File: src/rtl/rv_conv_lane_packer.sv
// rv_conv_lane_packer: packs N streamed elements into one lane vector for the adder tree.
// Optional RV_PACKER_STATS_EN adds consumed-group and padded-lane counters.
module rv_conv_lane_packer #(
    parameter int N     = 4,
    parameter int DATAW = 8
) (
    input  logic                   clk,
    input  logic                   reset,
    input  logic                   in_valid,
    output logic                   in_ready,
    input  logic [DATAW-1:0]       in_data,
    input  logic                   in_last,
    output logic                   out_en,
    input  logic                   out_ready,
    output logic [N*DATAW-1:0]     out_data,
    output logic [$clog2(N+1)-1:0] out_count,
    output logic                   out_last
`ifdef RV_PACKER_STATS_EN
    ,
    output logic [31:0]            stat_groups,
    output logic [31:0]            stat_pad_lanes
`endif
);
    localparam int CW  = $clog2(N);
    localparam int OCW = $clog2(N+1);
    localparam logic [0:0] EMPTY = 1'b0;
    localparam logic [0:0] FULL  = 1'b1;

    logic [0:0]         state;
    logic [CW-1:0]      fill_cnt;
    logic [N*DATAW-1:0] lanes;
    logic [N*DATAW-1:0] vec;
    logic               acc;
    logic               close;
    logic               consume;

    assign out_en   = state == FULL;
    assign in_ready = state == EMPTY || out_ready;
    assign acc      = in_valid && in_ready;
    assign close    = acc && (in_last || fill_cnt == CW'(N-1));
    assign consume  = out_en && out_ready;

    // Unfilled lanes are already zero, so the closing vector is naturally padded.
    always_comb begin
        vec = lanes;
        vec[int'(fill_cnt)*DATAW +: DATAW] = in_data;
    end

    always_ff @(posedge clk or posedge reset) begin
        if (reset) begin
            state     <= EMPTY;
            fill_cnt  <= '0;
            lanes     <= '0;
            out_data  <= '0;
            out_count <= '0;
            out_last  <= 1'b0;
        end else if (close) begin
            state     <= FULL;
            fill_cnt  <= '0;
            lanes     <= '0;
            out_data  <= vec;
            out_count <= OCW'(fill_cnt) + OCW'(1);
            out_last  <= in_last;
        end else begin
            if (acc) begin
                lanes    <= vec;
                fill_cnt <= fill_cnt + 1'b1;
            end
            if (consume)
                state <= EMPTY;
        end
    end

`ifdef RV_PACKER_STATS_EN
    always_ff @(posedge clk or posedge reset) begin
        if (reset) begin
            stat_groups    <= '0;
            stat_pad_lanes <= '0;
        end else if (consume) begin
            stat_groups    <= stat_groups + 32'd1;
            stat_pad_lanes <= stat_pad_lanes + 32'(N) - 32'(out_count);
        end
    end
`endif
endmodule

File: config.mk
export PLATFORM = sky130hd
export DESIGN_NAME = rv_conv_lane_packer
export DESIGN_NICKNAME = d
export VERILOG_FILES = /design/src/rtl/rv_conv_lane_packer.sv
export SDC_FILE = /design/constraint.sdc
export NUM_CORES = 1
export LEC_CHECK = 0
export BUFFER_PORTS_ARGS = -buffer_cell sky130_fd_sc_hd__buf_2
export CORE_MARGIN = 5
export CORE_UTILIZATION = 50
export DETAILED_ROUTE_END_ITERATION = 10
export GPL_TIMING_DRIVEN = 1
export HOLD_SLACK_MARGIN = 0.1
export PLACE_DENSITY = 0.81
export SLEW_MARGIN = 20
export SYNTH_ARGS = -nofsm -noshare
export SYNTH_HDL_FRONTEND = slang
export SYNTH_SLANG_ARGS = --single-unit
export TNS_END_PERCENT = 20
File: constraint.sdc
create_clock -name clk -period 3.6 [get_ports clk]
set_input_delay 1.08 -clock clk [delete_from_list [all_inputs] [get_ports clk]]
set_output_delay 1.08 -clock clk [all_outputs]
set_load 0.05 [all_outputs]
# After elaboration in Yosys (flattened, before gate mapping)
# Cells that the tools add are included.
# classes
n_addsub,3
mux,7
n_eq_ne,1
n_bitwise,1
n_reduce_logical,7
shifts,2
# ops
cell,n
$mux W32,2
$neg A5 Y33,1
$shift A8 B33 Y32 const A,1
$shiftx A8 B33 Y32,1
$bwmux W32,1
$mux W2,2
$reduce_bool A2 Y1,2
$add A2 B1 Y3 const B,1
$logic_and A1 B1 Y1,3
$add A2 B1 Y2 const B,1
$eq A2 B2 Y1 const B,1
$logic_or A1 B1 Y1,2
$mux W1,2
$not A1 Y1,1
# word_totals
regBits,71
input_bits,13
out_inout_bits,38
wordCells,27

# Longest topological paths before layout
# Gate-level depths: netlist of run 1.
# depth
word_depth,5
depth_mapped,7
depth_no_buf,5

# Least setup slack after synthesis of run 1
# No wires, ideal clock.
# synth_path
path_kind,in2out
startpoint,in out_ready
endpoint,out in_ready
n_path_buf,2
arrival_time_ns,1.758
required_ns,2.520
cell_stages,4
slack_ns,0.762
path_cell_list,nor2b_4 > inv_1 > buf_4 > buf_6
# synth_between
elab_chain_len,1
# synth_lines
item,line,rtl
start: declaration,14,"input logic out_ready,"
$logic_or A1 B1 Y1,38,assign in_ready = state == EMPTY || out_ready;
end: declaration,10,"output logic in_ready,"
# No other way between the ends.

# Final worst setup path of run 1
# Same ends and word-level chain as after synthesis.

==> results.py, run 1 <==
metrics = {
    "worst_setup_path": {
        "critical-path-max-stage-delay_ns": 0.22,
        "worst-r2r-cell-count": 5,
        "end_kind": "output pin",
        "timing.critical_path.cells": "buf_2 -> nor2b_4 -> inv_1 -> buf_2",
        "cp_top_family": "buffers and inverters",
        "crit_buf_inv": 3,
        "cp_max_fo": 5,
        "critical_path_class": "primary input to output pin",
        "r2r-start": "fill_cnt[0]$_DFFE_PP0P_",
        "slowest_stage": "nor2b_4",
        "r2r-end": "out_data[26]$_DFFE_PP0P_",
        "rrSetupSlack_ns": 1.31,
        "required_ns": 2.52,
        "start_kind": "primary input",
        "worstPathArrival_ns": 1.72,
        "cp_common_cell": "buf_2",
    },
    "hold_path": {
        "min-delay-start": "lanes[23]$_DFFE_PP0P_",
        "holdCritPathClass": "flop to flop",
        "whs_path_depth": 1,
        "hold_path_end": "lanes[23]$_DFFE_PP0P_",
    },
    "detailed_routing": {
        "routedWlPerCell_um": 20.2,
        "route.met3.wl_um": 723,
        "top_layer_used": "met4",
        "viasPerCell": 6.40,
        "drt-met1-wl_um": 3730,
        "postRouteAntennaNets": 0,
        "wl_met2_um": 3920,
        "vias": 2713,
        "first_iter_violations": 149,
        "drt_pass1_iterations": 5,
        "remaining_drc_errors": 0,
        "routed_wl_um": 8560,
    },
    "yosys": {
        "synth_top_area_share_pct": 52.8,
        "ys_ff_latch": 71,
        "synthFlopType": "dfrtp_1",
        "synth_top_area_cell": "dfrtp_1",
        "synth_cell_types": 33,
        "async_reset_ff_share_pct": 100,
        "synth.avg_cell_area_um2": 11.3,
        "synthCells": 298,
        "synth_seq_area_share_pct": 52.8,
        "synth.cell_area_um2": 3370,
        "yosys_warnings": 0,
        "synthesis.nets": 317,
        "synth-edff-count": 0,
        "synth_top_cells_by_area": "dfrtp_1 53%, a31oi_1 8.9%, a21oi_1 3.6%, a32o_1 3.6%, o2bb2ai_1 3.4%",
    },
    "cells_and_area": {
        "mostFrequentLayoutCell": "dfrtp_1",
        "sequential_cell_area_um2": 1780,
        "multi_input_area_um2": 1410,
        "final_cell_mix": "71 x dfrtp_1, 50 x buf_2, 48 x a31oi_1",
        "diodes": 0,
        "drive_above_1_share_pct": 25.0,
        "final_area_um2": 3810,
        "final_util_pct": 57.0,
        "nFillCells": 575,
        "final_nets": 359,
        "synthToLayoutAreaGrowth_pct": 13.1,
    },
    "placement": {
        "dp_hpwl_um": 5550,
        "io_buffers": 50,
        "place_ws_ns": 0.809,
        "placed_area_um2": 3610,
        "gp_congestion": 0.825,
    },
    "clock_network": {
        "cts_setup_buffers": 0,
        "cts-root-buf": "clkbuf_8",
        "cts_resized": 0,
        "max-clock-path-buffers": 2,
        "cts_buffers": 9,
        "clock_sinks": 71,
        "path_clk_slew_ns": 0.07,
        "htree_levels": 3,
        "ctsHoldBuffers": 0,
        "tritoncts": "built",
        "clk_latency_ns": 0.34,
    },
    "floorplan": {
        "die-area_um2": 8480,
        "start_util_pct": 50.4,
        "rows": 30,
        "coreArea_um2": 6680,
        "ios": 51,
        "dieHeight_um": 92.1,
        "die_w_um": 92.1,
    },
    "sta": {
        "setup_viol_count_final": 0,
        "tns_ns": 0,
        "finalHoldViolations": 0,
        "worstMarginPinSlew_ns": 0.867,
        "min_period_over_period_pct": 77.7,
        "slew_headroom_pct": 42.2,
        "fmax_mhz": 358,
        "setup_ws_ns": 0.804,
        "worst_clock_skew_ns": 0.00673,
        "slew_viol_final": 0,
        "fin_crit_ns": 2.80,
        "rsz0062_at_grt": "false",
    },
    "global_route": {
        "grt_max_degree": 42,
        "grt_pass1_vias": 2809,
        "grt_pass1_wl_um": 14200,
        "grt_usage_pct": 21.2,
        "gr-total-overflow": 0,
        "antenna_found_initial": 0,
    },
    "flow_run": {
        "maxCapViolations": 0,
    },
    "power_and_ir_drop": {
        "p_per_area_nw_per_um2": 661,
        "leakage_nw": 1.64,
        "vdd_drop_max_v": 0.000317,
        "p_total_mw": 2.52,
    },
    "status": {
        "status": "finished, final reports clean",
    },
}
==> worst register-to-register path: cells and delay by family, from the launching register on <==
family / cells / cell delay (ns)
simple gates: 1 / 0.70
buf+inv: 1 / 0.38
compound gates: 2 / 0.31
flops: 1 / 0.55
fa+ha+maj: 1 / 0.28
==> final cells by class <==
class                   count  share of cell area [%]
clock buffers              12                    4.07
clock inverters             3                    1.12
inverters                   5                   0.493
multi-input cells         196                    37.1
flip-flops and latches     71                    46.6
well taps                  80                    2.63
repair buffers             57                    7.95
==> power by group <==
part	switching, mW	internal [mW]	total, mW
combinational	0.665	0.224	0.888
sequential	0.0706	0.916	0.986
clock	0.289	0.353	0.642
total	1.02	1.49	2.52
==> registers in the layout, summed over array words and instances (netlist names) <==
name and cells:
out_count 3, out_data 32, fill_cnt 2, out_last 1, lanes 32, out_en 1
==> cell families (layout without fill, tap and decap cells) <==
group | after synthesis | in the layout | share of synthesized area (%)
AND/OR/NAND/NOR | 66 | 66 | 13.0
multiplexers | 2 | 2 | 0.669
adder cells (fa/ha/maj) | 6 | 6 | 2.23
flip-flops | 71 | 71 | 52.8
buffers and inverters | 31 | 77 | 5.28
AO/OA/AOI/OAI | 122 | 122 | 26.1
==> through the flow <==
stage	hold WS (ns)	std cells
6_report	0.487	424
4_1_cts	0.489	424
2_1_floorplan	0.457	298
3_3_place_gp	0.466	409
3_5_place_dp	0.473	409
5_1_grt	0.508	424
==> worst max-delay path by stage <==
stage | slack (ns) | endpoint | depth (start not counted) | startpoint
floorplan | 0.72 | fill_cnt[0]$_DFFE_PP0P_ | 1 | reset
finish | 0.80 | in_ready | 4 | out_ready
detailed placement | 0.81 | in_ready | 4 | out_ready
CTS | 0.79 | in_ready | 4 | out_ready
global route | 0.76 | in_ready | 4 | out_ready
global placement | 0.84 | in_ready | 4 | out_ready
==> synthesized netlist by cell type, types with 2 or more instances <==
cell type,n
dfrtp_1,71
a31oi_1,48
a21oi_1,24
nor2b_1,17
nand2b_1,16
buf_2,13
o2bb2ai_1,13
a32o_1,12
a22o_1,10
a41oi_1,8
nand2_1,8
nand3_1,7
clkbuf_1,6
ha_1,6
buf_6,5
inv_1,5
nand3b_1,4
o211ai_2,4
o21ai_0,3
buf_4,2
mux2_2,2
nor2_1,2
nor3_4,2
==> per-layer routing <==
| metal | vias to the layer above | track usage (%) |
|---|---|---|
| met1 | 1343 | 29.8 |
| li1 | 1228 | - |
| met2 | 125 | 31.4 |
| met4 | 0 | 7.30 |
| met3 | 17 | 5.99 |
| met5 | - | 0 |
Note: power is estimated with default switching activity, not from simulation.
==> inputs of run 2 (changes only) <==
- ABC_AREA: not set -> 1
- clock period: 3.6 -> 2.8 ns (I/O delays scaled with it)
==> run 2 against run 1 <==
Via count up 6.3%. First-iteration DRC count is 60% higher. Clock-buffer cell count is 2 higher. Setup slack worse by 0.25 ns. Cell area grew 1.5%. Global-route usage fell by 2.0 points. Highest routed layer unchanged.
==> results.py, run 2 <==
metrics = {
    "status": {
        "status": "finished, final reports clean",
    },
    "floorplan": {
        "die-area_um2": 8560,
        "ios": 51,
        "coreArea_um2": 6720,
        "rows": 30,
        "dieHeight_um": 92.5,
        "start_util_pct": 50.7,
        "die_w_um": 92.5,
    },
    "flow_run": {
        "maxCapViolations": 0,
    },
    "placement": {
        "gp_congestion": 0.893,
        "io_buffers": 50,
        "placed_cells": 565,
        "dp_hpwl_um": 5310,
    },
    "worst_setup_path": {
        "crit_buf_inv": 1,
        "critical_path_class": "flop to flop",
        "start_kind": "flop",
        "r2r-start": "fill_cnt[0]$_DFFE_PP0P_",
        "slowest_stage": "dfrtp_1",
        "worstPathArrival_ns": 2.53,
        "end_kind": "flop",
        "startpoint": "fill_cnt[0]$_DFFE_PP0P_",
        "critPathCapture": "out_data[5]$_DFFE_PP0P_",
        "cp_top_family": "simple AND/OR/NAND/NOR gates",
        "required_ns": 3.08,
        "crit_cells": 7,
        "cp_max_fo": 15,
        "timing.critical_path.cells": "inv_1 -> ha_1 -> nor2_1 -> nand4_1 -> nand2_1 -> nand2_1 -> nand2_1",
        "r2r-end": "out_data[5]$_DFFE_PP0P_",
        "critical-path-max-stage-delay_ns": 0.62,
        "cp_common_cell": "nand2_1",
        "rrSetupSlack_ns": 0.55,
        "worst-r2r-cell-count": 7,
    },
    "detailed_routing": {
        "drt_pass1_iterations": 4,
        "vias": 2884,
        "routed_wl_um": 7490,
        "first_iter_violations": 239,
        "postRouteAntennaNets": 0,
        "routedWlPerCell_um": 12.9,
        "remaining_drc_errors": 0,
        "viasPerCell": 4.98,
    },
    "global_route": {
        "grt_pass1_wl_um": 13000,
        "grt_pass1_vias": 2793,
        "grt_max_degree": 72,
        "grt_usage_pct": 19.2,
        "antenna_found_initial": 0,
        "gr-total-overflow": 0,
    },
    "sta": {
        "finalHoldViolations": 0,
        "fmax_mhz": 445,
        "worstMarginPinSlew_ns": 0.532,
        "rsz0062_at_grt": "false",
        "fin_crit_ns": 2.25,
        "worst_clock_skew_ns": 0.00703,
        "tns_ns": 0,
        "min_period_over_period_pct": 80.3,
        "setup_viol_count_final": 0,
        "slew_headroom_pct": 64.5,
        "slew_viol_final": 0,
    },
    "yosys": {
        "yosys_warnings": 0,
        "synthFlopType": "dfrtp_1",
        "yosysMostFrequentCell": "nand2_1",
        "synth_seq_area_share_pct": 52.2,
        "synth.cell_area_um2": 3400,
        "async_reset_ff_share_pct": 100,
        "synthesis.nets": 468,
        "synth.top_cells.by_count": "283 x nand2_1, 71 x dfrtp_1, 21 x inv_1, 12 x nor2_1, 9 x o21ai_0",
        "synth_cell_types": 19,
        "ys_ff_latch": 71,
        "synth_top_area_share_pct": 52.2,
        "synthCells": 449,
        "synth_top_area_cell": "dfrtp_1",
        "synth-edff-count": 0,
        "synth.avg_cell_area_um2": 7.58,
        "synth_top_cells_by_area": "dfrtp_1 52%, nand2_1 31%, inv_1 2.3%, ha_1 2.2%, buf_6 1.7%",
    },
    "clock_network": {
        "cts-root-buf": "clkbuf_8",
        "clock_sinks": 71,
        "max-clock-path-buffers": 2,
        "path_clk_slew_ns": 0.07,
        "cts_buffers": 9,
        "htree_levels": 3,
        "tritoncts": "built",
        "cts_resized": 0,
        "ctsHoldBuffers": 0,
        "clk_latency_ns": 0.34,
        "cts_setup_buffers": 0,
    },
    "cells_and_area": {
        "final_nets": 515,
        "reg_top3": "lanes x32, out_data x32, out_count x3",
        "diodes": 0,
        "mostFrequentLayoutCell": "nand2_1",
        "drive_above_1_share_pct": 15.8,
        "synthToLayoutAreaGrowth_pct": 13.6,
        "final_cells": 579,
        "final_cell_mix": "283 x nand2_1, 71 x dfrtp_1, 50 x buf_2",
    },
    "power_and_ir_drop": {
        "leakage_nw": 2.39,
        "p_per_area_nw_per_um2": 679,
        "p_total_mw": 2.62,
        "vdd_drop_max_v": 0.000303,
    },
    "hold_path": {
        "holdCritPathClass": "flop to flop",
    },
}
==> run 2: worst min-delay path by stage <==
| stage | slack, ns | endpoint | startpoint | cells past startpoint |
|---|---|---|---|---|
| floorplan | 0.45 | lanes[10]$_DFFE_PP0P_ | lanes[10]$_DFFE_PP0P_ | 2 |
| global placement | 0.46 | out_data[26]$_DFFE_PP0P_ | out_data[26]$_DFFE_PP0P_ | 2 |
| detailed placement | 0.46 | out_count[2]$_DFFE_PP0P_ | out_count[2]$_DFFE_PP0P_ | 2 |
| CTS | 0.47 | out_count[2]$_DFFE_PP0P_ | out_count[2]$_DFFE_PP0P_ | 2 |
| global route | 0.49 | lanes[3]$_DFFE_PP0P_ | lanes[3]$_DFFE_PP0P_ | 2 |
| finish | 0.47 | out_count[2]$_DFFE_PP0P_ | out_count[2]$_DFFE_PP0P_ | 2 |
==> run 2: cell families after synthesis <==
family	after synthesis	synth area share [%]
AND/OR/NAND/NOR	320	37.8
flip-flops	71	52.2
buffers and inverters	43	6.43
AO/OA/AOI/OAI	9	1.32
adder cells (fa/ha/maj)	6	2.21
==> run 2: routing by layer <==
| metal | routed length, um | vias up | track usage (%) |
|---|---|---|---|
| met5 | 0 | - | 0 |
| met4 | 140 | 0 | 9.41 |
| met3 | 411 | 12 | 3.17 |
| met2 | 3490 | 80 | 29.7 |
| met1 | 3450 | 1336 | 26.2 |
| li1 | - | 1456 | - |
==> run 2: layout make-up <==
| class | count | area, um^2 |
|---|---|---|
| tap | 80 | 100 |
| clock buffer | 14 | 183 |
| timing repair buffer | 53 | 298 |
| fill | 633 | 2850 |
| sequential | 71 | 1780 |
| multi-input combinational | 335 | 1410 |
| inverter | 26 | 100 |
==> run 2: worst reg2reg max path, stage by stage (launching register included) <==
cell and delay (ns):
dfrtp_1 0.62, inv_1 0.28, ha_1 0.44, nor2_1 0.38, nand4_1 0.19, nand2_1 0.13, nand2_1 0.06, nand2_1 0.08
==> run 2: metrics by stage <==
step / instance area (um^2) / setup WS [ns] / hold slack (ns) / util (%)
4_1_cts: 3860 / 0.552 / 0.473 / 57.5
5_1_grt: 3860 / 0.273 / 0.493 / 57.5
3_5_place_dp: 3680 / 0.540 / 0.457 / 54.8
3_3_place_gp: 3680 / 0.594 / 0.456 / 54.8
6_report: 3860 / 0.552 / 0.468 / 57.5
2_1_floorplan: 3400 / 0.163 / 0.449 / -
==> run 2: report_power, final <==
part / total (mW) / leakage, nW / internal [mW] / switching, mW
Clock: 0.758 / 0.0946 / 0.410 / 0.349
Sequential: 1.16 / 0.975 / 1.11 / 0.0535
Combinational: 0.706 / 1.32 / 0.153 / 0.553
==> inputs of run 3 (changes only) <==
- ABC_AREA: 1 -> 0
- PLACE_DENSITY: 0.81 -> 0.84
- clock period: 2.8 -> 1.95 ns (I/O delays scaled with it)
==> run 3 against run 2 <==
Sequential power up 56%. Highest routed layer unchanged. Clock power up 54%. Critical path type is now flop to output pin. First-iteration DRC count down 13%. Routed wire length is 14% higher. Via count is 2.3% lower. Worst hold slack lost 0.15 ns.
==> results.py, run 3 (synthesis results as in run 1) <==
metrics = {
    "status": {
        "status": "finished, final reports clean",
    },
    "cells_and_area": {
        "diodes": 0,
        "drive_above_1_share_pct": 28.3,
        "synthToLayoutAreaGrowth_pct": 17.2,
        "final_nets": 371,
        "mostFrequentLayoutCell": "dfrtp_1",
        "final_cell_mix": "71 x dfrtp_1, 50 x buf_2, 48 x a31oi_1",
        "final_cells": 437,
        "nFillCells": 555,
        "reg_top3": "lanes x32, out_data x32, out_count x3",
        "final_util_pct": 59.1,
    },
    "sta": {
        "slew_headroom_pct": 70.9,
        "worst_clock_skew_ns": 0.0115,
        "rsz0062_at_grt": "false",
        "worstMarginPinSlew_ns": 0.434,
        "finalHoldViolations": 0,
        "setup_viol_count_final": 0,
        "slew_viol_final": 0,
        "fmax_mhz": 527,
        "min_period_over_period_pct": 97.3,
        "hold_slack_ns": 0.314,
        "fin_crit_ns": 1.90,
    },
    "global_route": {
        "grt_max_degree": 72,
        "grt_pass1_vias": 2745,
        "grt_usage_pct": 21.1,
        "antenna_found_initial": 0,
        "grt_pass1_wl_um": 13800,
        "gr-total-overflow": 0,
    },
    "detailed_routing": {
        "viasPerCell": 6.45,
        "remaining_drc_errors": 0,
        "vias": 2817,
        "drt_pass1_iterations": 5,
        "postRouteAntennaNets": 0,
        "first_iter_violations": 209,
        "routedWlPerCell_um": 19.5,
        "routed_wl_um": 8500,
    },
    "power_and_ir_drop": {
        "vdd_drop_max_v": 0.000768,
        "clockPowerShare_pct": 24.8,
        "p_total_mw": 4.72,
        "leakage_nw": 1.71,
        "comb_power_share_pct": 36.8,
        "p_switching_mw": 1.93,
        "power.internal_mw": 2.79,
        "p_per_area_nw_per_um2": 1200,
        "p_seq_share_pct": 38.4,
        "p_sw_share_pct": 40.9,
    },
    "clock_network": {
        "cts_buffers": 9,
        "tritoncts": "built",
        "htree_levels": 3,
        "cts_resized": 0,
        "cts_setup_buffers": 0,
        "clock_sinks": 71,
        "clk_latency_ns": 0.36,
        "ctsHoldBuffers": 0,
        "cts-root-buf": "clkbuf_8",
        "path_clk_slew_ns": 0.08,
        "max-clock-path-buffers": 2,
    },
    "floorplan": {
        "die-area_um2": 8480,
        "coreArea_um2": 6680,
        "rows": 30,
        "dieHeight_um": 92.1,
        "start_util_pct": 50.4,
        "die_w_um": 92.1,
        "ios": 51,
    },
    "worst_setup_path": {
        "required_ns": 1.36,
        "timing.critical_path.cells": "nor2b_4 -> inv_1 -> buf_2",
        "critical_path_class": "flop to output pin",
        "cp_max_fo": 4,
        "rrSetupSlack_ns": 0.11,
        "r2r-start": "fill_cnt[1]$_DFFE_PP0P_",
        "cp_top_family": "buffers and inverters",
        "r2r-end": "lanes[8]$_DFFE_PP0P_",
        "crit_buf_inv": 2,
        "critical-path-max-stage-delay_ns": 0.38,
        "start_kind": "flop",
        "end_kind": "output pin",
        "worst-r2r-cell-count": 6,
        "slowest_stage": "dfrtp_1",
        "worstPathArrival_ns": 1.31,
    },
    "placement": {
        "io_buffers": 50,
        "placed_cells": 421,
        "dp_hpwl_um": 5560,
        "gp_congestion": 0.847,
    },
    "flow_run": {
        "maxCapViolations": 0,
    },
    "hold_path": {
        "holdCritPathClass": "primary input to asynchronous set/reset pin",
    },
}
[run 3: worst reg2reg max path, stage by stage (launching register included)]
cell and delay (ns):
dfrtp_1 0.42, inv_1 0.12, ha_1 0.36, nor2b_2 0.21
buf_4 0.16, and2_1 0.18, a32o_1 0.27
[run 3: power by group through the flow]
stage,combinational (mW),sequential [mW],clock [mW]
5_1_grt,1.85,1.84,1.26
4_1_cts,1.73,1.81,1.19
2_1_floorplan,0.618,2.48,0
3_5_place_dp,1.72,1.84,0
3_3_place_gp,1.68,1.83,0
6_report,1.74,1.81,1.17
[run 3: worst max-delay path by stage]
stage	start	slack (ns)	depth (start not counted)	endpoint
after floorplan	out_en$_DFFE_PP0P_	-0.06	4	in_ready
after global placement	in_last	0.20	5	lanes[8]$_DFFE_PP0P_
after detailed placement	fill_cnt[0]$_DFFE_PP0P_	0.14	5	lanes[19]$_DFFE_PP0P_
after CTS	out_en$_DFFE_PP0P_	0.05	3	in_ready
after global routing	out_en$_DFFE_PP0P_	0.01	3	in_ready
final	out_en$_DFFE_PP0P_	0.05	3	in_ready
[run 3: area by class of cell]
cell class	count	area, um^2	share of cell area [%]
clock buffers	10	138	3.49
clock inverters	6	60.1	1.52
multi-input cells	196	1420	36.0
flip-flops and latches	71	1780	45.0
repair buffers	69	430	10.9
well taps	80	100	2.54
inverters	5	22.5	0.571
[run 3: metal layers]
layer	global-route usage (%)	vias to the layer above	part of all wire, %
met5	0	-	0
li1	-	1254	-
met2	30.9	137	46
met4	9.78	0	2.4
met1	29.7	1403	44
met3	4.68	23	7.5
[run 3: per-stage QoR]
| stage | cell area [um^2] | TNS [ns] | setup WS, ns |
|---|---|---|---|
| 6_report | 3950 | 0 | 0.0520 |
| 5_1_grt | 3950 | 0 | 0.0149 |
| 4_1_cts | 3940 | 0 | 0.0492 |
| 3_5_place_dp | 3740 | 0 | 0.137 |
| 3_3_place_gp | 3740 | 0 | 0.198 |
| 2_1_floorplan | 3370 | -0.0616 | -0.0616 |
